**config.mk**
```make
export PLATFORM = sky130hd
export DESIGN_NAME = dot_product_sequencer
export DESIGN_NICKNAME = d
export VERILOG_FILES = /design/src/rtl/dot_product_sequencer.sv
export SDC_FILE = /design/constraint.sdc
export NUM_CORES = 1
export LEC_CHECK = 0
export ABC_AREA = 1
export CORE_MARGIN = 5
export CORE_UTILIZATION = 35
export DETAILED_ROUTE_END_ITERATION = 8
export HOLD_SLACK_MARGIN = 0.12
export PLACE_DENSITY_LB_ADDON = 0.15
export REMOVE_ABC_BUFFERS = 1
export SYNTH_ARGS = -nofsm -noshare
export SYNTH_HDL_FRONTEND = slang
export SYNTH_SLANG_ARGS = --single-unit
```
**constraint.sdc**
```tcl
create_clock -name clk -period 2.3 [get_ports clk]
set_clock_uncertainty 0.15 [all_clocks]
set_input_delay 0.23 -clock clk [delete_from_list [all_inputs] [get_ports clk]]
set_output_delay 0.23 -clock clk [all_outputs]
set_load 0.005 [all_outputs]
```
**src/rtl/dot_product_sequencer.sv**
```systemverilog
// Control sequencer that streams operand pairs into an external
// multiply-accumulate data_path and returns one result per run.
module dot_product_sequencer #(
   parameter int DATA_WIDTH = 8,
   parameter int LEN_WIDTH  = 4
) (
   input  logic                  clk,
   input  logic                  reset,
   input  logic                  start,
   input  logic [LEN_WIDTH-1:0]  vec_len,
   output logic                  busy,
   input  logic                  in_valid,
   input  logic [DATA_WIDTH-1:0] in_A,
   input  logic [DATA_WIDTH-1:0] in_B,
   output logic                  in_ready,
   output logic                  dp_reset_n,
   output logic [DATA_WIDTH-1:0] dp_inData_A,
   output logic [DATA_WIDTH-1:0] dp_inData_B,
   output logic                  dp_en_Mux,
   output logic                  dp_en_PPReg,
   output logic                  dp_en_FDReg,
   input  logic [DATA_WIDTH-1:0] dp_outData,
   input  logic                  dp_resultIsInvalid,
   output logic                  res_valid,
   input  logic                  res_ready,
   output logic [DATA_WIDTH-1:0] res_data,
   output logic                  res_invalid
);

   localparam logic [1:0] S_IDLE    = 2'd0;
   localparam logic [1:0] S_ACCUM   = 2'd1;
   localparam logic [1:0] S_WAIT_FD = 2'd2;
   localparam logic [1:0] S_HOLD    = 2'd3;

   localparam logic [LEN_WIDTH-1:0] ONE = LEN_WIDTH'(1);

   logic [1:0]            state_q, state_d;
   logic [LEN_WIDTH-1:0]  len_q, len_d;
   logic [LEN_WIDTH-1:0]  cnt_q, cnt_d;
   logic [DATA_WIDTH-1:0] res_data_q, res_data_d;
   logic                  res_inv_q, res_inv_d;

   logic hs;
   logic last;

   // Outputs are masked by reset so an in-flight state is invisible
   // during the reset cycle itself.
   assign busy       = ~reset & (state_q != S_IDLE);
   assign in_ready   = ~reset & (state_q == S_ACCUM);
   assign res_valid  = ~reset & (state_q == S_HOLD);
   assign dp_reset_n = ~reset;

   assign hs   = in_valid & in_ready;
   assign last = (cnt_q == (len_q - ONE));

   assign dp_inData_A = hs ? in_A : '0;
   assign dp_inData_B = hs ? in_B : '0;
   assign dp_en_PPReg = hs;
   assign dp_en_Mux   = hs & (cnt_q != '0);
   assign dp_en_FDReg = hs & last;

   assign res_data    = res_data_q;
   assign res_invalid = res_inv_q;

   always_comb begin
      state_d    = state_q;
      len_d      = len_q;
      cnt_d      = cnt_q;
      res_data_d = res_data_q;
      res_inv_d  = res_inv_q;
      unique case (state_q)
         S_IDLE: begin
            if (start && (vec_len != '0)) begin
               state_d = S_ACCUM;
               len_d   = vec_len;
               cnt_d   = '0;
            end
         end
         S_ACCUM: begin
            if (hs) begin
               if (last) state_d = S_WAIT_FD;
               else      cnt_d   = cnt_q + ONE;
            end
         end
         S_WAIT_FD: begin
            res_data_d = dp_outData;
            res_inv_d  = dp_resultIsInvalid;
            state_d    = S_HOLD;
         end
         S_HOLD: begin
            if (res_ready) state_d = S_IDLE;
         end
         default: state_d = S_IDLE;
      endcase
   end

   always_ff @(posedge clk) begin
      if (reset) begin
         state_q    <= S_IDLE;
         len_q      <= '0;
         cnt_q      <= '0;
         res_data_q <= '0;
         res_inv_q  <= 1'b0;
      end else begin
         state_q    <= state_d;
         len_q      <= len_d;
         cnt_q      <= cnt_d;
         res_data_q <= res_data_d;
         res_inv_q  <= res_inv_d;
      end
   end

endmodule

```
==> results_dict.tcl <==
set metrics [dict create \
    die_area_um2 4649 \
    avgRoutedWirePerCell_um 11.22 \
    final_cell_mix "51 x nor2_1, 46 x clkdlybuf4s50_1, 29 x inv_1" \
    yosysSeqAreaShare 0.3210 \
    slew_violations 0 \
    drive_gt1_frac 0.1197 \
    hold_path_class "in2reg" \
    overflow 0 \
    grt_max_degree 16 \
    post_drt_via_cell_ratio 4.305 \
    clk_path_buf_depth 2 \
    p_per_area_nw_per_um2 881.1 \
    initial_core_util 0.3579 \
    place_congestion 0.8133 \
    synth.distinct_cells 24 \
    maxCapViolCount 0 \
    outcome "completed" \
    netlist_instances 185 \
    grt_usage 0.1567 \
    dp_hpwl_mm 2.563 \
    path_max_fanout 5 \
    via_count 1313 \
    drtPass1Iterations 4 \
    power.total_mw 1.773 \
    placed_cells 294 \
    period_share 0.9686 \
    cts_tree "done" \
    cts.sinks 19 \
    cts_hold_buf 0 \
    hold_viol_final 0 \
    ys_seq_elements 19 \
    numCtsBuffers 3 \
    first_global_vias 1275 \
    avgSynthCellArea_um2 6.405 \
    cts_root_buf "clkbuf_4" \
    cp_common_cell "inv_2" \
    startpoint_type "register" \
    worstSkewPairLatency_ns 0.30 \
    final_nets 301 \
    port_buffers 65 \
    arrival_ns 1.85 \
    die_x_um 68.19 \
    antenna_found_initial 0 \
    cp.required_ns 1.92 \
    relSlewSlack 0.7463 \
    critPathMaxStageDelay_ns 0.51 \
    postRouteAntennaNets 0 \
    synthesis.area_um2 1185 \
    layout_min_cycle_time_ns 2.228 \
    cp_cell_sequence "inv_2 -> ha_4 -> inv_2 -> nor2_4 -> buf_4 -> clkdlybuf4s50_1" \
    mostFrequentLayoutCell "nor2_1" \
    grt_pass1_wl_mm 5.637 \
    row_count 21 \
    worst_slew_pin_slew_ns 0.3794 \
    max_freq_ghz 0.4489 \
    setup_violations 0 \
    finalWirelength_mm 3.423 \
    die_height_um 68.19 \
    area_growth_pct 69.80 \
    antenna_cells 0 \
    drc 0 \
    end_kind "output port" \
    stdcell_count 305 \
    critical_path_class "reg2out" \
    yosys_warnings 0 \
    p_leak_nw 1.125 \
    ios 66 \
    rrSetupSlack_ns 0.49 \
    initialDrtViolationCount 57 \
    core_um2 3311 \
    fill_cells 340 \
    path_clk_slew_ns 0.12 \
    rsz0062_at_grt "no" \
    ir_drop_v 0.0006044 \
    htree_levels 1 \
    tns_ns 0 \
    cp_slowest_cell "clkdlybuf4s50_1" \
]
## power by group
group | internal, mW | total [mW] | switching [mW]
sequential | 0.452 | 0.547 | 0.0954
combinational | 0.489 | 1.05 | 0.557
clock | 0.0661 | 0.179 | 0.113
total | 1.01 | 1.77 | 0.765
## metal layers
layer / vias up / global-route usage / part of all wire
met2: 28 / 0.2732 / 0.53
met3: 4 / 0.03941 / 0.047
met1: 568 / 0.1905 / 0.41
met5: - / 0 / 0
li1: 713 / - / -
met4: 0 / 0.03970 / 0.010
## path summary, 6_finish.rpt
kind / start / endpoint / cells past startpoint
max: state_q[1]$_SDFFE_PP0P_ / in_ready / 6
min: dp_outData[7] / res_data[7]$_SDFFE_PP0P_ / 3
max reg2reg: state_q[1]$_SDFFE_PP0P_ / state_q[0]$_SDFFE_PP0P_ / 12
min reg2reg: len_q[3]$_SDFFE_PP0P_ / len_q[3]$_SDFFE_PP0P_ / 2
## stage by stage
step                      instance area, um^2  hold slack (ns)  utilization  worst slack, ns
after floorplan                          1164           0.1491            -           0.5832
after global placement                   1887           0.3278       0.5699           0.2496
after detailed placement                 1887           0.3352       0.5699           0.2273
after CTS                                1969           0.3402       0.5949         0.002329
after global routing                     2012           0.3200       0.6077         0.005083
final                                    2012           0.3483       0.6077          0.07226
## cells in the mapped netlist, drive strengths merged
library cell  instances  share of area
nand3                 8          0.038
xnor2                 2          0.015
clkinv                1         0.0032
a31oi                 1         0.0053
nor2                 53           0.18
inv                  34           0.11
ha                    7          0.074
buf                   3          0.015
a21oi                 8          0.034
a211oi                1         0.0063
clkbuf                1         0.0032
nand2                31           0.11
o211ai                1         0.0063
dfxtp                19           0.32
o21ai                14          0.069
xor2                  1         0.0074
## flip-flops by register name, indices dropped and copies added, names as in the netlist
name,count
res_data,8
cnt_q,4
len_q,4
state_q,2
res_invalid,1
## final cells by class
class	count	area, um^2	area share
clock buffers	3	22.52	0.01119
flip-flops and latches	19	387.9	0.1928
clock inverters	1	7.507	0.003731
multi-input cells	129	690.7	0.3433
well taps	46	57.56	0.02861
repair buffers	72	709.4	0.3526
inverters	35	136.4	0.06779
## critical path: cells and delay by family (launching register included)
kind / cells / cell delay [ns]
flip-flops: 1 / 0.35
AND/OR/NAND/NOR: 1 / 0.23
adder cells (fa/ha/maj): 1 / 0.15
buffers and inverters: 4 / 0.82
## logic make-up (layout without fill, tap and decap cells)
kind of cell	after synthesis	count (layout)	share of synthesized area
fa+ha+maj	7	7	0.07391
simple gates	92	94	0.3295
buf+inv	39	111	0.1331
xor+xnor	3	3	0.02218
flops	19	19	0.3210
compound gates	25	25	0.1204
## what timing repair did
item / in CTS / in global routing
gates resized for setup: 21 / 8
cloned: 2 / 0
buffers inserted: 2 / 3
pin swaps: 1 / 1
endpoints found under the setup margin: 19 / 8
Power figures use the tool's default switching activity.
